File: src/rtl/jb_serial_port_if.sv
// ============================================================================
// Module  : jb_serial_port_if
// Brief   : CPU-side register bus of the serial port (select, r/w, data, irq).
// Revision: 1.0 - initial release
// ============================================================================
`default_nettype none

interface jb_serial_port_if;
  logic       srlEn;
  logic       rw;
  logic [1:0] adr;
  logic [7:0] datIn;
  logic [7:0] datOut;
  logic       datOe;
  logic       irq;

  modport master (
    output srlEn, rw, adr, datIn,
    input  datOut, datOe, irq
  );

  modport slave (
    input  srlEn, rw, adr, datIn,
    output datOut, datOe, irq
  );
endinterface

`default_nettype wire

File: src/rtl/jb_serial_port.sv
// ============================================================================
// Module  : jb_serial_port
// Brief   : 8N1 UART with TX/RX FIFOs, programmable divider and CPU registers.
// Revision: 1.0 - initial release
// ============================================================================
`default_nettype none

module jb_serial_port_fifo #(
  parameter int DEPTH = 4,
  parameter int WIDTH = 8
) (
  input  wire logic             clk,
  input  wire logic             rst,
  input  wire logic             clr,
  input  wire logic             push,
  input  wire logic             pop,
  input  wire logic [WIDTH-1:0] wrData,
  output logic      [WIDTH-1:0] rdData,
  output logic                  empty,
  output logic                  full
);
  localparam int c_PW = (DEPTH > 1) ? $clog2(DEPTH) : 1;
  localparam logic [c_PW:0] c_FULL = (c_PW + 1)'(DEPTH);

  logic [WIDTH-1:0] r_mem [DEPTH];
  logic [c_PW-1:0]  r_wp;
  logic [c_PW-1:0]  r_rp;
  logic [c_PW:0]    r_cnt;
  logic             w_pop;
  logic             w_push;

  assign empty  = (r_cnt == '0);
  assign full   = (r_cnt == c_FULL);
  assign rdData = r_mem[r_rp];
  // A push into a full FIFO is still accepted when a pop frees a slot on the same edge.
  assign w_pop  = pop & ~empty;
  assign w_push = push & (~full | w_pop);

  always_ff @(posedge clk) begin
    if (w_push && !clr) r_mem[r_wp] <= wrData;
  end

  always_ff @(posedge clk or negedge rst) begin
    if (!rst) begin
      r_wp  <= '0;
      r_rp  <= '0;
      r_cnt <= '0;
    end else if (clr) begin
      r_wp  <= '0;
      r_rp  <= '0;
      r_cnt <= '0;
    end else begin
      if (w_push) r_wp <= r_wp + 1'b1;
      if (w_pop)  r_rp <= r_rp + 1'b1;
      case ({w_push, w_pop})
        2'b10:   r_cnt <= r_cnt + 1'b1;
        2'b01:   r_cnt <= r_cnt - 1'b1;
        default: r_cnt <= r_cnt;
      endcase
    end
  end
endmodule

module jb_serial_port #(
  parameter int FIFO_DEPTH = 4
) (
  input  wire logic       clk,
  input  wire logic       rst,
  jb_serial_port_if.slave bus,
  output logic            txd,
  input  wire logic       rxd
);
  localparam logic [1:0] c_ADR_DATA = 2'd0;
  localparam logic [1:0] c_ADR_STAT = 2'd1;
  localparam logic [1:0] c_ADR_DIV  = 2'd2;
  localparam logic [1:0] c_ADR_CTRL = 2'd3;

  typedef enum logic [1:0] {
    S_IDLE  = 2'd0,
    S_START = 2'd1,
    S_DATA  = 2'd2,
    S_STOP  = 2'd3
  } state_t;

  logic       w_wr;
  logic       w_rd;
  logic       w_fifoClr;
  logic       w_statRd;
  logic       w_divWr;
  logic       w_tick;
  logic [7:0] r_div;
  logic [7:0] r_tickCnt;
  logic       r_rxIe;
  logic       r_txIe;
  logic       r_overrun;
  logic       r_frameErr;
  logic       r_irq;

  assign w_wr      = ~bus.srlEn & ~bus.rw;
  assign w_rd      = ~bus.srlEn & bus.rw;
  assign w_divWr   = w_wr && (bus.adr == c_ADR_DIV);
  assign w_fifoClr = w_wr && (bus.adr == c_ADR_CTRL) && bus.datIn[7];
  assign w_statRd  = w_rd && (bus.adr == c_ADR_STAT);
  assign w_tick    = (r_tickCnt == r_div);

  always_ff @(posedge clk or negedge rst) begin
    if (!rst) begin
      r_div  <= '0;
      r_rxIe <= 1'b0;
      r_txIe <= 1'b0;
    end else begin
      if (w_divWr) r_div <= bus.datIn;
      if (w_wr && (bus.adr == c_ADR_CTRL)) begin
        r_rxIe <= bus.datIn[0];
        r_txIe <= bus.datIn[1];
      end
    end
  end

  always_ff @(posedge clk or negedge rst) begin
    if (!rst)                  r_tickCnt <= '0;
    else if (w_divWr || w_tick) r_tickCnt <= '0;
    else                       r_tickCnt <= r_tickCnt + 1'b1;
  end

  // ------------------------------------------------------------------ TX path
  logic       w_txPush;
  logic       w_txPop;
  logic [7:0] w_txHead;
  logic       w_txEmpty;
  logic       w_txFull;
  state_t     r_txSt;
  logic [3:0] r_txTickCnt;
  logic [2:0] r_txBitCnt;
  logic [7:0] r_txShift;

  assign w_txPush = w_wr && (bus.adr == c_ADR_DATA);
  assign w_txPop  = w_tick && !w_fifoClr && !w_txEmpty &&
                    ((r_txSt == S_IDLE) || ((r_txSt == S_STOP) && (r_txTickCnt == 4'd15)));

  jb_serial_port_fifo #(.DEPTH(FIFO_DEPTH), .WIDTH(8)) u_txFifo (
    .clk    (clk),
    .rst    (rst),
    .clr    (w_fifoClr),
    .push   (w_txPush),
    .pop    (w_txPop),
    .wrData (bus.datIn),
    .rdData (w_txHead),
    .empty  (w_txEmpty),
    .full   (w_txFull)
  );

  always_ff @(posedge clk or negedge rst) begin
    if (!rst) begin
      r_txSt      <= S_IDLE;
      r_txTickCnt <= '0;
      r_txBitCnt  <= '0;
      r_txShift   <= '0;
      txd         <= 1'b1;
    end else if (w_fifoClr) begin
      r_txSt      <= S_IDLE;
      r_txTickCnt <= '0;
      txd         <= 1'b1;
    end else if (w_tick) begin
      case (r_txSt)
        S_IDLE: begin
          if (!w_txEmpty) begin
            r_txSt      <= S_START;
            r_txShift   <= w_txHead;
            r_txTickCnt <= '0;
            txd         <= 1'b0;
          end
        end
        S_START: begin
          r_txTickCnt <= r_txTickCnt + 1'b1;
          if (r_txTickCnt == 4'd15) begin
            r_txSt     <= S_DATA;
            r_txBitCnt <= '0;
            txd        <= r_txShift[0];
          end
        end
        S_DATA: begin
          r_txTickCnt <= r_txTickCnt + 1'b1;
          if (r_txTickCnt == 4'd15) begin
            if (r_txBitCnt == 3'd7) begin
              r_txSt <= S_STOP;
              txd    <= 1'b1;
            end else begin
              r_txShift  <= {1'b0, r_txShift[7:1]};
              r_txBitCnt <= r_txBitCnt + 1'b1;
              txd        <= r_txShift[1];
            end
          end
        end
        default: begin
          r_txTickCnt <= r_txTickCnt + 1'b1;
          if (r_txTickCnt == 4'd15) begin
            if (!w_txEmpty) begin
              r_txSt    <= S_START;
              r_txShift <= w_txHead;
              txd       <= 1'b0;
            end else begin
              r_txSt <= S_IDLE;
            end
          end
        end
      endcase
    end
  end

  // ------------------------------------------------------------------ RX path
  logic [1:0] r_rxSync;
  logic       r_rxPrev;
  logic       w_rxS;
  state_t     r_rxSt;
  logic [3:0] r_rxTickCnt;
  logic [2:0] r_rxBitCnt;
  logic [7:0] r_rxShift;
  logic       w_stopSample;
  logic       w_rxPushReq;
  logic       w_rxPop;
  logic [7:0] w_rxHead;
  logic       w_rxEmpty;
  logic       w_rxFull;
  logic       w_overrunSet;
  logic       w_frameErrSet;

  assign w_rxS         = r_rxSync[1];
  assign w_stopSample  = (r_rxSt == S_STOP) && w_tick && (r_rxTickCnt == 4'd15) && !w_fifoClr;
  assign w_rxPushReq   = w_stopSample && w_rxS;
  assign w_frameErrSet = w_stopSample && !w_rxS;
  assign w_rxPop       = w_rd && (bus.adr == c_ADR_DATA);
  assign w_overrunSet  = w_rxPushReq && w_rxFull && !(w_rxPop && !w_rxEmpty);

  always_ff @(posedge clk or negedge rst) begin
    if (!rst) begin
      r_rxSync <= 2'b11;
      r_rxPrev <= 1'b1;
    end else begin
      r_rxSync <= {r_rxSync[0], rxd};
      r_rxPrev <= r_rxSync[1];
    end
  end

  jb_serial_port_fifo #(.DEPTH(FIFO_DEPTH), .WIDTH(8)) u_rxFifo (
    .clk    (clk),
    .rst    (rst),
    .clr    (w_fifoClr),
    .push   (w_rxPushReq),
    .pop    (w_rxPop),
    .wrData (r_rxShift),
    .rdData (w_rxHead),
    .empty  (w_rxEmpty),
    .full   (w_rxFull)
  );

  always_ff @(posedge clk or negedge rst) begin
    if (!rst) begin
      r_rxSt      <= S_IDLE;
      r_rxTickCnt <= '0;
      r_rxBitCnt  <= '0;
      r_rxShift   <= '0;
    end else if (w_fifoClr) begin
      r_rxSt      <= S_IDLE;
      r_rxTickCnt <= '0;
    end else begin
      case (r_rxSt)
        S_IDLE: begin
          if (r_rxPrev && !w_rxS) begin
            r_rxSt      <= S_START;
            r_rxTickCnt <= '0;
          end
        end
        S_START: begin
          // Mid start bit: a line back high means the edge was a glitch.
          if (w_tick) begin
            r_rxTickCnt <= r_rxTickCnt + 1'b1;
            if (r_rxTickCnt == 4'd7) begin
              r_rxTickCnt <= '0;
              r_rxBitCnt  <= '0;
              r_rxSt      <= w_rxS ? S_IDLE : S_DATA;
            end
          end
        end
        S_DATA: begin
          if (w_tick) begin
            r_rxTickCnt <= r_rxTickCnt + 1'b1;
            if (r_rxTickCnt == 4'd15) begin
              r_rxShift  <= {w_rxS, r_rxShift[7:1]};
              r_rxBitCnt <= r_rxBitCnt + 1'b1;
              if (r_rxBitCnt == 3'd7) r_rxSt <= S_STOP;
            end
          end
        end
        default: begin
          if (w_tick) begin
            r_rxTickCnt <= r_rxTickCnt + 1'b1;
            if (r_rxTickCnt == 4'd15) r_rxSt <= S_IDLE;
          end
        end
      endcase
    end
  end

  // ------------------------------------------------------- flags, irq, reads
  always_ff @(posedge clk or negedge rst) begin
    if (!rst) begin
      r_overrun  <= 1'b0;
      r_frameErr <= 1'b0;
      r_irq      <= 1'b1;
    end else begin
      if (w_statRd) begin
        r_overrun  <= 1'b0;
        r_frameErr <= 1'b0;
      end
      if (w_overrunSet)  r_overrun  <= 1'b1;
      if (w_frameErrSet) r_frameErr <= 1'b1;
      r_irq <= ~((r_rxIe && !w_rxEmpty) || (r_txIe && w_txEmpty));
    end
  end

  logic       w_txIdle;
  logic [7:0] w_status;

  assign w_txIdle  = w_txEmpty && (r_txSt == S_IDLE);
  assign w_status  = {~r_irq, 1'b0, r_frameErr, r_overrun, w_txFull, w_txIdle, w_rxFull, ~w_rxEmpty};
  assign bus.datOe = ~bus.srlEn & bus.rw;
  assign bus.irq   = r_irq;

  always_comb begin
    bus.datOut = 8'h00;
    case (bus.adr)
      c_ADR_DATA: bus.datOut = w_rxEmpty ? 8'h00 : w_rxHead;
      c_ADR_STAT: bus.datOut = w_status;
      c_ADR_DIV:  bus.datOut = r_div;
      default:    bus.datOut = {6'b0, r_txIe, r_rxIe};
    endcase
  end
endmodule

`default_nettype wire

File: src/flat_wrapper.sv
// flat-port wrapper written by rule: the top's interface ports become plain ports
module jb_serial_port_flat 
#(
  parameter int FIFO_DEPTH = 4
)
  (clk, rst, txd, rxd, bus_srlEn, bus_rw, bus_adr, bus_datIn, bus_datOut, bus_datOe, bus_irq);
  jb_serial_port_if bus_i ();
  input  wire logic clk;
  input  wire logic rst;
  output logic txd;
  input  wire logic rxd;
  input wire logic [$bits(bus_i.srlEn)-1:0] bus_srlEn;
  input wire logic [$bits(bus_i.rw)-1:0] bus_rw;
  input wire logic [$bits(bus_i.adr)-1:0] bus_adr;
  input wire logic [$bits(bus_i.datIn)-1:0] bus_datIn;
  output wire logic [$bits(bus_i.datOut)-1:0] bus_datOut;
  output wire logic [$bits(bus_i.datOe)-1:0] bus_datOe;
  output wire logic [$bits(bus_i.irq)-1:0] bus_irq;
  assign bus_i.srlEn = bus_srlEn;
  assign bus_i.rw = bus_rw;
  assign bus_i.adr = bus_adr;
  assign bus_i.datIn = bus_datIn;
  assign bus_datOut = bus_i.datOut;
  assign bus_datOe = bus_i.datOe;
  assign bus_irq = bus_i.irq;
  jb_serial_port #(.FIFO_DEPTH(FIFO_DEPTH)) u_core (.clk(clk), .rst(rst), .bus(bus_i), .txd(txd), .rxd(rxd));
endmodule
File: config.mk
export PLATFORM = sky130hd
export DESIGN_NAME = jb_serial_port_flat
export DESIGN_NICKNAME = d
export VERILOG_FILES = /design/src/rtl/jb_serial_port_if.sv /design/src/rtl/jb_serial_port.sv /design/src/flat_wrapper.sv
export SDC_FILE = /design/constraint.sdc
export NUM_CORES = 1
export LEC_CHECK = 0
export ABC_CLOCK_PERIOD_IN_PS = 2200
export CORE_MARGIN = 1
export CORE_UTILIZATION = 48
export CTS_BUF_LIST = sky130_fd_sc_hd__clkbuf_4
export DETAILED_ROUTE_END_ITERATION = 16
export GPL_ROUTABILITY_DRIVEN = 0
export HOLD_SLACK_MARGIN = 0.08
export PLACE_DENSITY = 0.68
export SLEW_MARGIN = 20
export SYNTH_ARGS = -nofsm -noshare
export SYNTH_HDL_FRONTEND = slang
export SYNTH_SLANG_ARGS = --single-unit
File: constraint.sdc
create_clock -name clk -period 2.2 [get_ports clk]
set_input_delay 0.44 -clock clk [delete_from_list [all_inputs] [get_ports clk]]
set_output_delay 0.44 -clock clk [all_outputs]
set_load 0.02 [all_outputs]
==> run_results.csv <==
group,metric,value,unit
status,result_of_the_run,"finished, violations left",
status,failed_checks,"setup timing",
synthesis,postSynthAreaPerCell,13.3,µm²
setup_path,cp.buffers_inverters,1,
drt,wire_per_inst,17.2,µm
setup_path,timing.critical_path.slowest_cell_delay,0.52,ns
sta,final_cycle_utilization_of_the_critical_path,1.18,
final_layout,drive_above_1_share,0.389,
synthesis,ys_types,62,
die,placement_rows,42,
synthesis,syn-cell-area,6580,µm²
power_and_ir_drop,p_leak,3.38,nW
setup_path,critical_path.max_fanout,3,
clock_network,cts.clk_slew.worst_paths,0.11,ns
synthesis,synth_fp_nets,534,
synthesis,async_flop_share,0.533,
sta,timing.hold.ws,0.287,ns
synthesis,synth_top_area_share,0.292,
final_layout,area_delta_synth_final,24.1,%
job,timing.max_cap.violations,0,
clock_network,clock-sinks,137,
drt,dr_total_vias,4301,
die,pin_count,26,
synthesis,seq_area_frac_synth,0.571,
place,pre_cts_slack,-0.508,ns
die,core,13300,µm²
power_and_ir_drop,max-vdd-ir-drop,568,µV
sta,report.final.hold_viol_count,0,
synthesis,synth-warning-count,0,
sta,report.final.setup_viol,10,
drt,detail_route.wirelength,13.7,mm
grt,grt_max_degree,45,
sta,max_slew_margin,0.663,
setup_path,critical_path_arrival,2.15,ns
die,initial_core_util,0.495,
grt,grt_pass1_wl,22.5,mm
die,die-area,14200,µm²
clock_network,tritoncts_clock_tree,"yes",
sta,timing_max_transition_violations_final,0,
setup_path,cp-end-kind,"primary output",
drt,final_routed_drc_violation_total,0,
power_and_ir_drop,pwr_density_cell,1050,nW/µm²
grt,m1_gr_usage,0.261,
worst_hold_path,hold_path_class,"primary input to register",
grt,grt_pass1_vias,4429,
setup_path,crit_required,1.76,ns
drt,dr.pass1.iters,4,
setup_path,timing.setup.critical_path_class,"register to primary output",
sta,largest_clock_skew_in_the_final_design,0.0150,ns
synthesis,synth_top_area_cell,"sky130_fd_sc_hd__edfxtp_1",
grt,grtUsageTotal,0.209,
clock_network,clk_path_buf_depth,2,
clock_network,insertion_delay,0.55,ns
die,die-height,119,µm
drt,drt_first_iter_violations,197,
clock_network,ctsHtreeMaxLevel,4,
setup_path,critical_path.cell_chain,"mux4_2 > mux2_2 > a22o_1 > buf_2",
grt,top_usage_layer,"met2",
synthesis,postSynthRegisterBits,137,
place,dpl.hpwl,9.99,mm
sta,clock.fmax,386,MHz
die,fp.dieW,119,µm
setup_path,worst_path_max_delay_cell,"sky130_fd_sc_hd__mux4_2",
clock_network,cts_inserted_buffers,17,
synthesis,synth-edff-count,64,
setup_path,cp_top_family,"multiplexers",
sta,fin_ws,-0.394,ns
grt,overflow,0,
grt,met3_usage,0.0474,
synthesis,dominantRegCellSynth,"sky130_fd_sc_hd__dfrtp_1",
synthesis,post_synth_inst_count,493,
sta,rsz0062_at_grt,"true",
final_layout,most_frequent_cells_in_the_layout,"sky130_fd_sc_hd__buf_4 (76), sky130_fd_sc_hd__dfrtp_1 (66), sky130_fd_sc_hd__edfxtp_1 (64), sky130_fd_sc_hd__nand2_1 (38), sky130_fd_sc_hd__mux2_2 (36)",
place,port_buffers,25,
clock_network,cts.root.buffer_cell,"sky130_fd_sc_hd__clkbuf_4",
drt,detail_route.vias_per_cell,5.42,
sta,period_needed,2.59,ns
sta,tightestPinTransition,0.501,ns
synthesis,synth.top_cells.by_area,"sky130_fd_sc_hd__edfxtp_1 (29%), sky130_fd_sc_hd__dfrtp_1 (26%), sky130_fd_sc_hd__mux2_2 (6.2%)",
final_layout,layout_commonest_cell,"sky130_fd_sc_hd__buf_4",
sta,timing.setup.tns,-2.34,ns
drt,antenna_left,0,
setup_path,start_kind,"register",
grt,groute.layer.met2.usage,0.343,
grt,antenna_found_initial,1,
final_layout,nNetsFinal,645,
power_and_ir_drop,total_power,0.00854,W
## kinds of logic (layout without fill, tap and decap cells)
| kind of cell | Yosys count | after routing | share of synthesized area |
|---|---|---|---|
| adders and majority gates | 26 | 26 | 0.0518 |
| DFF | 137 | 137 | 0.571 |
| buffers and inverters | 39 | 163 | 0.0242 |
| and+or+nand+nor | 141 | 141 | 0.118 |
| muxes | 67 | 67 | 0.140 |
| other | 0 | 1 | 0 |
| AOI/OAI and AO/OA | 63 | 63 | 0.0674 |
| xor gates and xnor gates | 20 | 20 | 0.0278 |
## what timing repair did
action,4_1_cts,5_1_grt
hold endpoints to repair,28,0
pin swaps,5,20
gates resized for setup,68,32
setup endpoints to repair,46,51
setup buffers,3,6
hold buffers,1,0
## Yosys cell counts, drive strengths merged, types with 7 or more instances
cell type / number
xnor2: 13
mux2: 38
nor2: 38
a21oi: 16
and2: 9
clkbuf: 8
xor2: 7
dfrtp: 68
mux2i: 13
edfxtp: 64
nand2: 40
buf: 9
nor3: 7
nand3: 11
o21ai: 13
inv: 22
ha: 24
mux4: 16
## per-stage QoR
| step | cell area [µm²] | std cells | utilization |
|---|---|---|---|
| 6_report | 8160 | 794 | 0.614 |
| 4_1_cts | 7990 | 788 | 0.601 |
| 3_3_place_gp | 7650 | 752 | 0.576 |
| 2_1_floorplan | 6640 | 493 | - |
| 5_1_grt | 8160 | 794 | 0.614 |
| 3_5_place_dp | 7650 | 752 | 0.576 |
## flip-flops by register name (all words and copies together), names as in the netlist, 3 cells and up
signal / count
u_core.u_rxFifo.r_mem: 32
u_core.r_rxBitCnt: 3
u_core.r_txTickCnt: 4
u_core.r_rxTickCnt: 4
u_core.r_txShift: 8
u_core.r_rxShift: 8
u_core.r_tickCnt: 8
u_core.r_txBitCnt: 3
u_core.u_txFifo.r_mem: 32
u_core.u_rxFifo.r_cnt: 3
u_core.u_txFifo.r_cnt: 3
u_core.r_div: 8
## path summary, 6_finish.rpt
path                                                startpoint                               endpoint  slack [ns]  cells after the start
max reg2reg                        u_core.r_div[3]$_DFFE_PN0P_  u_core.u_rxFifo.r_mem[1][4]$_DFFE_PP_           0                      6
max                        u_core.u_rxFifo.r_rp[0]$_DFFE_PN0P_                          bus_datOut[1]       -0.39                      4
min reg2reg                       u_core.r_rxSync[0]$_DFF_PN1_           u_core.r_rxSync[1]$_DFF_PN1_        0.36                      0
min                                                        rxd           u_core.r_rxSync[0]$_DFF_PN1_        0.29                      1
max in group asynchronous                                  rst           u_core.r_rxSync[0]$_DFF_PN1_        1.19                      3
min in group asynchronous                                  rst        u_core.r_txShift[6]$_DFFE_PN0P_        0.34                      2
## power by group
part           leakage, nW  total (W)  internal [W]  switching (W)
logic                 1.70    0.00350       0.00183        0.00167
clock network        0.150    0.00160      0.000603       0.000995
registers             1.53    0.00344       0.00307       0.000373
total                 3.38    0.00854       0.00550        0.00304
## area by class of cell
type | count | area [µm²]
Tap cell | 176 | 220
Clock buffer | 18 | 135
Timing Repair Buffer | 109 | 936
Sequential cell | 137 | 3760
Clock inverter | 14 | 141
Fill cell | 1036 | 5130
Multi-Input combinational cell | 317 | 2890
Inverter | 22 | 82.6
Antenna cell | 1 | 2.50
## layer usage
| layer | part of all wire | wire length [µm] |
|---|---|---|
| met5 | 0 | 0 |
| met4 | 0.027 | 372 |
| met3 | 0.036 | 499 |
| met2 | 0.51 | 6940 |
| met1 | 0.43 | 5890 |
No activity file was read; power rests on OpenSTA's default activity.
